===== config.mk =====
export PLATFORM = sky130hd
export DESIGN_NAME = uart_rx_cfg_flat
export DESIGN_NICKNAME = d
export VERILOG_FILES = /design/src/rtl/uart_rx_cfg_if.sv /design/src/rtl/uart_rx_cfg.sv /design/src/flat_wrapper.sv
export SDC_FILE = /design/constraint.sdc
export NUM_CORES = 1
export LEC_CHECK = 0
export CORE_ASPECT_RATIO = 0.7
export CORE_MARGIN = 2
export CORE_UTILIZATION = 61
export DETAILED_ROUTE_END_ITERATION = 7
export HOLD_SLACK_MARGIN = 0.06
export PLACE_DENSITY = 0.88
export SLEW_MARGIN = 10
export SYNTH_ARGS = -nofsm -noshare
export SYNTH_HDL_FRONTEND = slang
export SYNTH_SLANG_ARGS = --single-unit

===== constraint.sdc =====
create_clock -name clk -period 6.1 [get_ports clk]
set_clock_uncertainty 0.2 [all_clocks]
set_input_delay 0.915 -clock clk [delete_from_list [all_inputs] [get_ports clk]]
set_output_delay 0.915 -clock clk [all_outputs]
set_load 0.05 [all_outputs]

===== src/rtl/uart_rx_cfg_if.sv =====
// Line-side bundle of the configurable UART receiver: the rx pin plus the
// received word and the flags that qualify it.
interface uart_rx_cfg_if #(
    parameter int DATA_BITS = 8
);
    logic                 rx;
    logic [DATA_BITS-1:0] rx_data;
    logic                 received;
    logic                 parity_error;
    logic                 framing_error;
    logic                 break_detected;

    // master drives the pin and consumes words; slave is the receiver itself
    modport master (
        output rx,
        input  rx_data, received, parity_error, framing_error, break_detected
    );

    modport slave (
        input  rx,
        output rx_data, received, parity_error, framing_error, break_detected
    );
endinterface


===== src/rtl/uart_rx_cfg.sv =====
// Parametrised UART receiver: synchronised rx, 3-sample majority vote per bit,
// configurable data width, parity and stop bits, with parity/framing/break flags.
module uart_rx_cfg #(
    parameter int CLK_FREQ    = 12_000_000,
    parameter int BAUDRATE    = 9600,
    parameter int DATA_BITS   = 8,
    parameter int PARITY      = 0,
    parameter int STOP_BITS   = 1,
    parameter int SYNC_STAGES = 2
) (
    input  logic         clk,
    input  logic         resetn,
    uart_rx_cfg_if.slave bus
);
    localparam int BIT  = CLK_FREQ / BAUDRATE;
    localparam int HALF = BIT / 2;
    localparam int CW   = $clog2(BIT);

    localparam logic [CW-1:0] CNT_PRE   = CW'(HALF - 1);
    localparam logic [CW-1:0] CNT_MID   = CW'(HALF);
    localparam logic [CW-1:0] CNT_DEC   = CW'(HALF + 1);
    localparam logic [CW-1:0] CNT_LAST  = CW'(BIT - 1);
    localparam logic [3:0]    LAST_DATA = 4'(DATA_BITS - 1);
    localparam logic          LAST_STOP = 1'(STOP_BITS - 1);

    if (BIT < 8 || DATA_BITS < 5 || DATA_BITS > 9 || PARITY < 0 || PARITY > 2 ||
        STOP_BITS < 1 || STOP_BITS > 2 || SYNC_STAGES < 2) begin : g_param_check
        $error("uart_rx_cfg: illegal parameter combination");
    end

    typedef enum logic [2:0] {
        S_IDLE,
        S_START,
        S_DATA,
        S_PARITY,
        S_STOP,
        S_BREAK_WAIT
    } state_e;

    state_e                 state_q;
    logic [SYNC_STAGES-1:0] sync_q;
    logic [CW-1:0]          cnt_q;
    logic [1:0]             smp_q;
    logic [3:0]             data_idx_q;
    logic                   stop_idx_q;
    logic [DATA_BITS-1:0]   shift_q;
    logic                   par_q;
    logic                   ones_q;
    logic                   stop_err_q;
    logic [DATA_BITS-1:0]   rx_data_q;
    logic                   received_q;
    logic                   parity_err_q;
    logic                   framing_err_q;
    logic                   break_q;

    logic                   rx_s;
    logic                   vote;
    logic                   at_dec;
    logic [CW-1:0]          cnt_d;
    logic                   parity_err_d;
    logic                   framing_err_d;

    always_comb begin
        rx_s          = sync_q[SYNC_STAGES-1];
        vote          = (smp_q[0] & smp_q[1]) | (smp_q[0] & rx_s) | (smp_q[1] & rx_s);
        at_dec        = (cnt_q == CNT_DEC);
        cnt_d         = (cnt_q == CNT_LAST) ? '0 : cnt_q + CW'(1);
        framing_err_d = stop_err_q | ~vote;
        // par_q ends up as XOR of data and parity bit; odd parity wants it set
        parity_err_d  = (PARITY == 1) ? ~par_q : (PARITY == 2) ? par_q : 1'b0;
    end

    // NOTE: the synchroniser resets to the idle level (1) so leaving reset
    // can never look like a start bit.
    always_ff @(posedge clk) begin
        if (!resetn) begin
            sync_q <= '1;
        end else begin
            sync_q <= {sync_q[SYNC_STAGES-2:0], bus.rx};
        end
    end

    always_ff @(posedge clk) begin
        if (!resetn) begin
            state_q       <= S_IDLE;
            cnt_q         <= '0;
            smp_q         <= '0;
            data_idx_q    <= '0;
            stop_idx_q    <= 1'b0;
            shift_q       <= '0;
            par_q         <= 1'b0;
            ones_q        <= 1'b0;
            stop_err_q    <= 1'b0;
            rx_data_q     <= '0;
            received_q    <= 1'b0;
            parity_err_q  <= 1'b0;
            framing_err_q <= 1'b0;
            break_q       <= 1'b0;
        end else begin
            // NOTE: pulses and flags default low each cycle; only the
            // end-of-frame and break branches raise them, so none can stick.
            received_q    <= 1'b0;
            parity_err_q  <= 1'b0;
            framing_err_q <= 1'b0;
            break_q       <= 1'b0;

            if (cnt_q == CNT_PRE) smp_q[0] <= rx_s;
            if (cnt_q == CNT_MID) smp_q[1] <= rx_s;

            case (state_q)
                S_IDLE: begin
                    cnt_q <= '0;
                    if (!rx_s) state_q <= S_START;
                end

                S_START: begin
                    cnt_q <= cnt_d;
                    if (at_dec) begin
                        if (vote) begin
                            state_q <= S_IDLE;
                        end else begin
                            state_q    <= S_DATA;
                            data_idx_q <= '0;
                            stop_idx_q <= 1'b0;
                            par_q      <= 1'b0;
                            ones_q     <= 1'b0;
                            stop_err_q <= 1'b0;
                        end
                    end
                end

                S_DATA: begin
                    cnt_q <= cnt_d;
                    if (at_dec) begin
                        shift_q    <= {vote, shift_q[DATA_BITS-1:1]};
                        par_q      <= par_q ^ vote;
                        ones_q     <= ones_q | vote;
                        data_idx_q <= data_idx_q + 4'd1;
                        if (data_idx_q == LAST_DATA) begin
                            state_q <= (PARITY != 0) ? S_PARITY : S_STOP;
                        end
                    end
                end

                S_PARITY: begin
                    cnt_q <= cnt_d;
                    if (at_dec) begin
                        par_q   <= par_q ^ vote;
                        ones_q  <= ones_q | vote;
                        state_q <= S_STOP;
                    end
                end

                S_STOP: begin
                    cnt_q <= cnt_d;
                    if (at_dec) begin
                        // a line stuck low through the first stop bit is a break, not a word
                        if (!stop_idx_q && !ones_q && !vote) begin
                            break_q       <= 1'b1;
                            framing_err_q <= 1'b1;
                            cnt_q         <= '0;
                            state_q       <= S_BREAK_WAIT;
                        end else if (stop_idx_q == LAST_STOP) begin
                            rx_data_q     <= shift_q;
                            received_q    <= 1'b1;
                            parity_err_q  <= parity_err_d;
                            framing_err_q <= framing_err_d;
                            state_q       <= S_IDLE;
                        end else begin
                            stop_err_q <= framing_err_d;
                            stop_idx_q <= 1'b1;
                        end
                    end
                end

                S_BREAK_WAIT: begin
                    if (!rx_s) begin
                        cnt_q <= '0;
                    end else if (cnt_q == CNT_LAST) begin
                        cnt_q   <= '0;
                        state_q <= S_IDLE;
                    end else begin
                        cnt_q <= cnt_q + CW'(1);
                    end
                end

                default: state_q <= S_IDLE;
            endcase
        end
    end

    assign bus.rx_data        = rx_data_q;
    assign bus.received       = received_q;
    assign bus.parity_error   = parity_err_q;
    assign bus.framing_error  = framing_err_q;
    assign bus.break_detected = break_q;
endmodule

===== src/flat_wrapper.sv =====
// flat-port wrapper written by rule: the top's interface ports become plain ports
module uart_rx_cfg_flat 
#(
    parameter int CLK_FREQ    = 12_000_000,
    parameter int BAUDRATE    = 9600,
    parameter int DATA_BITS   = 8,
    parameter int PARITY      = 0,
    parameter int STOP_BITS   = 1,
    parameter int SYNC_STAGES = 2
)
  (clk, resetn, bus_rx, bus_rx_data, bus_received, bus_parity_error, bus_framing_error, bus_break_detected);
  uart_rx_cfg_if #(.DATA_BITS(DATA_BITS)) bus_i ();
  input  logic clk;
  input  logic resetn;
  input wire logic [$bits(bus_i.rx)-1:0] bus_rx;
  output wire logic [$bits(bus_i.rx_data)-1:0] bus_rx_data;
  output wire logic [$bits(bus_i.received)-1:0] bus_received;
  output wire logic [$bits(bus_i.parity_error)-1:0] bus_parity_error;
  output wire logic [$bits(bus_i.framing_error)-1:0] bus_framing_error;
  output wire logic [$bits(bus_i.break_detected)-1:0] bus_break_detected;
  assign bus_i.rx = bus_rx;
  assign bus_rx_data = bus_i.rx_data;
  assign bus_received = bus_i.received;
  assign bus_parity_error = bus_i.parity_error;
  assign bus_framing_error = bus_i.framing_error;
  assign bus_break_detected = bus_i.break_detected;
  uart_rx_cfg #(.CLK_FREQ(CLK_FREQ), .BAUDRATE(BAUDRATE), .DATA_BITS(DATA_BITS), .PARITY(PARITY), .STOP_BITS(STOP_BITS), .SYNC_STAGES(SYNC_STAGES)) u_core (.clk(clk), .resetn(resetn), .bus(bus_i));
endmodule

==> results.cfg, run 1 <==
[outcome]
status = finished clean

[global_route]
overflow = 0
first_global_vias = 1450
grt_max_degree = 30
antenna_found_initial = 0
grt_usage_pct = 23.1
grt_pass1_wl_um = 6640

[timing]
relSlewSlack_pct = 38.3
fmax_mhz = 333
tns_ns = 0
finalCritPeriodShare_pct = 49.3
worst_pin_slew_ns = 0.920
finalSetupViolCount = 0
final_hold_viol_count = 0
rsz0062_at_grt = false
period_needed_ns = 3.01
drv_slew = 0

[detailed_routing]
totalWireLength_um = 4000
wl_per_cell_um = 14.6
antenna_left = 0
drc = 0
drtPass1Iterations = 4
dr_total_vias = 1628
vias_per_cell = 5.94
dr.first_iter.drc_count = 85

[yosys]
avgSynthCellArea_um2 = 8.99
ys_seq_area_share_pct = 42.8
async_reset_ff_share_pct = 0
synth.net_count = 232
synthMuxAreaShare_pct = 4.97
yosys.area_share.simple_pct = 30.0
synth_xor_area_share_pct = 3.92
synth_top_family_by_area = simple AND/OR/NAND/NOR gates
synth_top_area_share_pct = 42.8
synth_area_leaders = dfxtp_1, nand2_1, mux2i_1
synthFlopType = dfxtp_1
ys_ff_latch = 43
synth_compound_area_share_pct = 11.1
synthAdderAreaFrac_pct = 3.60
yosysMostFrequentCell = dfxtp_1
synthTopCellsByCount = dfxtp_1, nand2_1, nor2_1, nor2b_1
syn-cell-area_um2 = 2010
synth_edf_count = 0
yosysTopAreaCell = dfxtp_1
synth_cells = 224
yosysWarningCount = 0
synth_cell_types = 47

[worst_setup_path]
crit_start = u_core.cnt_q[0]
crit_family = simple AND/OR/NAND/NOR gates
crit_cells = 7
crit_type = reg2reg
reg2reg_depth = 7
start_kind = flip-flop
path_cells = inv_1 > ha_1 > or3b_2 > or3_4 > nor3_2 > mux2i_1 > nor2b_1
max_stage_delay_ns = 0.76
cp.required_ns = 6.09
cp_num_buf_inv = 1
rrSetupSlack_ns = 3.09
cp.arrival_ns = 3.00
r2r-start = u_core.cnt_q[0]
crit_path_max_fanout = 9
slowest_stage = nor3_2
endpoint_kind = flip-flop
endpoint = u_core.bus.rx_data[2]
timing.rr.end = u_core.bus.rx_data[2]

[floorplanning]
die-width_um = 72.7
core-area_um2 = 3150
die_h_um = 52.1
core.rowCount = 17
initial_core_util_pct = 64.0
die_area_um2 = 3780
io_pins = 15

[placed_design]
place_congestion = 0.883
hpwlAfterDp_um = 2730
postPlaceCellArea_um2 = 2150
io_buffers = 13

[clock_tree]
insertion_delay_ns = 0.30
cts_buffers = 5
cts_resized = 0
postCtsHoldBufs = 0
post_cts_buffers = 0
clockRootBuffer = clkbuf_8
cts.path.max_buffers = 2
path_clk_slew_ns = 0.08
cts_tree = done
htree_levels = 2
clock-sinks = 43

[power_and_ir_drop]
p_clk_share_pct = 45.7
leakagePower_uw = 0.000777
p_int_uw = 455
finalPower_uw = 571
seq_power_share_pct = 49.9
power_density_nw_per_um2 = 250
combPwrFrac_pct = 4.4
power.switching_uw = 116
max-vdd-ir-drop_mv = 0.181
p_sw_share_pct = 20.4

[job]
drv_cap = 0

[layout]
area_growth_pct = 13.5
final_area_um2 = 2280
insertedDiodeCount = 0
drive_above_1_share_pct = 7.20
fill_cells = 238
nets = 243

[min_path]
hold_path.class = reg2reg
==> registers in the layout, indices dropped and copies added, names as in the netlist, 2 cells and up <==
register            count
u_core.smp_q            2
u_core.state_q          3
u_core.data_idx_q       4
u_core.sync_q           2
u_core.shift_q          8
u_core.cnt_q           11
u_core.bus.rx_data      8
==> power by group through the flow <==
stage	registers [uW]	clock network, uW	logic, uW
6_report	285	261	25.2
5_1_grt	285	274	27.2
4_1_cts	285	263	24.6
3_5_place_dp	292	0	24.4
3_3_place_gp	291	0	24.1
2_1_floorplan	291	0	19.4
==> cell usage in the layout, fill, tap and decap left out, drive strengths merged, types with 3 or more instances in the layout <==
master	n
or3b	3
nor3	4
inv	5
a31oi	3
clkbuf	5
ha	5
nand4	8
a21oi	3
dfxtp	43
a21boi	10
clkdlybuf4s50	13
mux2i	10
and3	3
nand2	30
nand3	9
xor2	7
nor2b	11
nand2b	5
nor2	21
==> worst reg2reg max path: cells and delay by family, from the launching register on <==
kind,cells,cell delay (ns)
flip-flops,1,0.35
multiplexers,1,0.33
AND/OR/NAND/NOR,4,1.74
buffers and inverters,1,0.12
adder cells (fa/ha/maj),1,0.16
==> worst min path at each step <==
stage,from,endpoint,cells after the start
2_1_floorplan,u_core.sync_q[0],u_core.sync_q[1],1
3_3_place_gp,u_core.sync_q[0],u_core.sync_q[1],1
3_5_place_dp,u_core.sync_q[0],u_core.sync_q[1],1
6_report,u_core.sync_q[0],u_core.sync_q[1],1
5_1_grt,u_core.sync_q[0],u_core.sync_q[1],1
4_1_cts,u_core.sync_q[0],u_core.sync_q[1],1
==> layout make-up <==
cell class	count	area (um^2)	area share (%)
Tap cell	38	47.5	2.08
Clock buffer	5	68.8	3.01
Inverter	5	18.8	0.821
Multi-Input combinational cell	166	1080	47.4
Clock inverter	3	67.6	2.96
Sequential cell	43	861	37.7
Timing Repair Buffer	14	138	6.02
==> logic make-up after synthesis <==
logic type	Yosys count
xor+xnor	9
flops	43
simple gates	110
other cells	1
fa+ha+maj	6
compound gates	30
mux	10
buf+inv	15
==> layer usage <==
layer | track usage [%] | up-vias | wire (um)
met5 | 0 | - | 0
met3 | 6.20 | 11 | 204
met4 | 8.95 | 0 | 75
li1 | - | 807 | -
met2 | 32.9 | 42 | 1710
met1 | 33.1 | 768 | 2010
==> stage by stage <==
stage / hold slack, ns / worst slack (ns) / instances / util (%)
final: 0.221 / 3.09 / 274 / 72.6
after global routing: 0.247 / 2.92 / 274 / 72.6
after CTS: 0.224 / 3.08 / 274 / 72.6
after detailed placement: 0.204 / 3.11 / 266 / 68.2
after global placement: 0.189 / 3.17 / 266 / 68.2
after floorplan: 0.186 / 3.81 / 224 / -
No activity file was read; power rests on OpenSTA's default activity.
==> run 2: changes to the inputs <==
--- a/config.mk
+++ b/config.mk
@@ -7,10 +7,10 @@
 export LEC_CHECK = 0
 export CORE_ASPECT_RATIO = 0.7
 export CORE_MARGIN = 2
-export CORE_UTILIZATION = 61
+export CORE_UTILIZATION = 57
 export DETAILED_ROUTE_END_ITERATION = 7
 export HOLD_SLACK_MARGIN = 0.06
-export PLACE_DENSITY = 0.88
+export PLACE_DENSITY = 0.83
 export SLEW_MARGIN = 10
 export SYNTH_ARGS = -nofsm -noshare
 export SYNTH_HDL_FRONTEND = slang
==> constraint.sdc (replaced) <==
create_clock -name clk -period 2.81 [get_ports clk]
set_clock_uncertainty 0.2 [all_clocks]
set_input_delay 0.4215 -clock clk [delete_from_list [all_inputs] [get_ports clk]]
set_output_delay 0.4215 -clock clk [all_outputs]
set_load 0.05 [all_outputs]
==> results.cfg, run 2 (synthesized netlist as in run 1, its figures left out) <==
[clock_tree]
clockRootBuffer = clkbuf_8
cts_resized = 0
cts.path.max_buffers = 2
htree_levels = 2
insertion_delay_ns = 0.29
clock-sinks = 43
path_clk_slew_ns = 0.08
cts_tree = done
cts_buffers = 5
post_cts_buffers = 0
postCtsHoldBufs = 0

[worst_setup_path]
endpoint_kind = flip-flop
crit_cells = 7
crit_family = simple AND/OR/NAND/NOR gates
cp.required_ns = 2.78
max_stage_delay_ns = 0.51
start_kind = flip-flop
slowest_stage = or3b_2
reg2reg_depth = 7
crit_path_max_fanout = 7
cp_num_buf_inv = 1
path_cells = inv_1 > ha_1 > or3b_2 > nor3_4 > o2bb2ai_1 > a31oi_2 > nor2_1
cp.arrival_ns = 2.47
crit_type = reg2reg

[timing]
relSlewSlack_pct = 60.0
finalCritPeriodShare_pct = 88.7
period_needed_ns = 2.49
drv_slew = 0
final.setup.worst_slack_ns = 0.318
rsz0062_at_grt = false
fmax_mhz = 401
finalSetupViolCount = 0
worst_pin_slew_ns = 0.592
final_hold_viol_count = 0
tns_ns = 0

[floorplanning]
core-area_um2 = 3450
die_h_um = 53.7
die_area_um2 = 4030
initial_core_util_pct = 58.4
core.rowCount = 18
io_pins = 15
die-width_um = 75.0

[detailed_routing]
dr.first_iter.drc_count = 115
antenna_left = 0
dr_total_vias = 1622
wl_per_cell_um = 13.8
drc = 0
drtPass1Iterations = 4
totalWireLength_um = 4000
vias_per_cell = 5.61

[layout]
regMostFlops = u_core.cnt_q
final_area_um2 = 2270
layout_common_cells = dfxtp_1, nand2_1, nor2_1
largest_reg_flops = 11
mostFrequentLayoutCell = dfxtp_1
insertedDiodeCount = 0
nets = 246
area_growth_pct = 12.8
drive_above_1_share_pct = 7.95

[power_and_ir_drop]
p_int_uw = 809
power_density_nw_per_um2 = 464
seq_power_share_pct = 58.7
combPwrFrac_pct = 5.7
p_sw_share_pct = 23.3
power.switching_uw = 245
max-vdd-ir-drop_mv = 0.382
p_clk_share_pct = 35.6
leakagePower_uw = 0.000769

[placed_design]
dpl_worst_slack_ns = 0.328
io_buffers = 13
postPlaceCellArea_um2 = 2190
hpwlAfterDp_um = 2770
place_congestion = 0.873

[global_route]
overflow = 0
first_global_vias = 1439
grt_pass1_wl_um = 6680
antenna_found_initial = 0
grt_max_degree = 29
grt_usage_pct = 22.4

[job]
drv_cap = 0

[min_path]
hold_depth = 1
hold_path.class = reg2reg

[outcome]
status = finished clean
run 2: cell count changes in the layout (fill, tap and decap cells not counted):
cell	delta
buf_4	+3
bufinv_16	-2
clkbuf_1	+1
clkinv_2	+1
run 2: power by group through the flow:
stage / clock network (uW) / registers [uW] / logic [uW]
2_1_floorplan: 0 / 631 / 42.2
3_3_place_gp: 0 / 633 / 56.1
3_5_place_dp: 0 / 633 / 58.3
4_1_cts: 383 / 618 / 58.6
5_1_grt: 410 / 620 / 64.2
6_report: 376 / 619 / 60.1
run 2: worst paths after layout:
check / from / endpoint / slack, ns
worst max-delay path: u_core.cnt_q[0] / u_core.cnt_q[6] / 0.32
worst max register to register: u_core.cnt_q[0] / u_core.cnt_q[6] / 0.32
worst min register to register: u_core.sync_q[0] / u_core.sync_q[1] / 0.22
worst min-delay path: u_core.sync_q[0] / u_core.sync_q[1] / 0.22
run 2: stage by stage:
step	utilization (%)	total power (uW)	hold WS, ns	std cells
2_1_floorplan	-	673	0.186	224
3_3_place_gp	63.4	689	0.189	281
3_5_place_dp	63.4	691	0.211	281
4_1_cts	65.9	1060	0.229	289
5_1_grt	65.9	1090	0.246	289
6_report	65.9	1050	0.221	289
run 2: routing by layer:
layer | track usage (%) | vias to the layer above | share of wire [%]
li1 | - | 817 | -
met1 | 32.1 | 749 | 51
met2 | 31.9 | 46 | 41
met5 | 0 | - | 0
met4 | 8.04 | 0 | 1.6
met3 | 6.74 | 10 | 5.7
run 2: worst reg2reg max path, cell delays in order (launching register included):
cell	delay [ns]
dfxtp_1	0.35
inv_1	0.11
ha_1	0.14
or3b_2	0.51
nor3_4	0.27
o2bb2ai_1	0.28
a31oi_2	0.42
nor2_1	0.09
run 2: final cells by class:
type                            instances  area, um^2
Clock buffer                            6        72.6
Tap cell                               50        62.6
Clock inverter                          2        12.5
Timing Repair Buffer                   17         160
Sequential cell                        43         861
Inverter                                5        18.8
Multi-Input combinational cell        166        1080
Fill cell                             303        1170
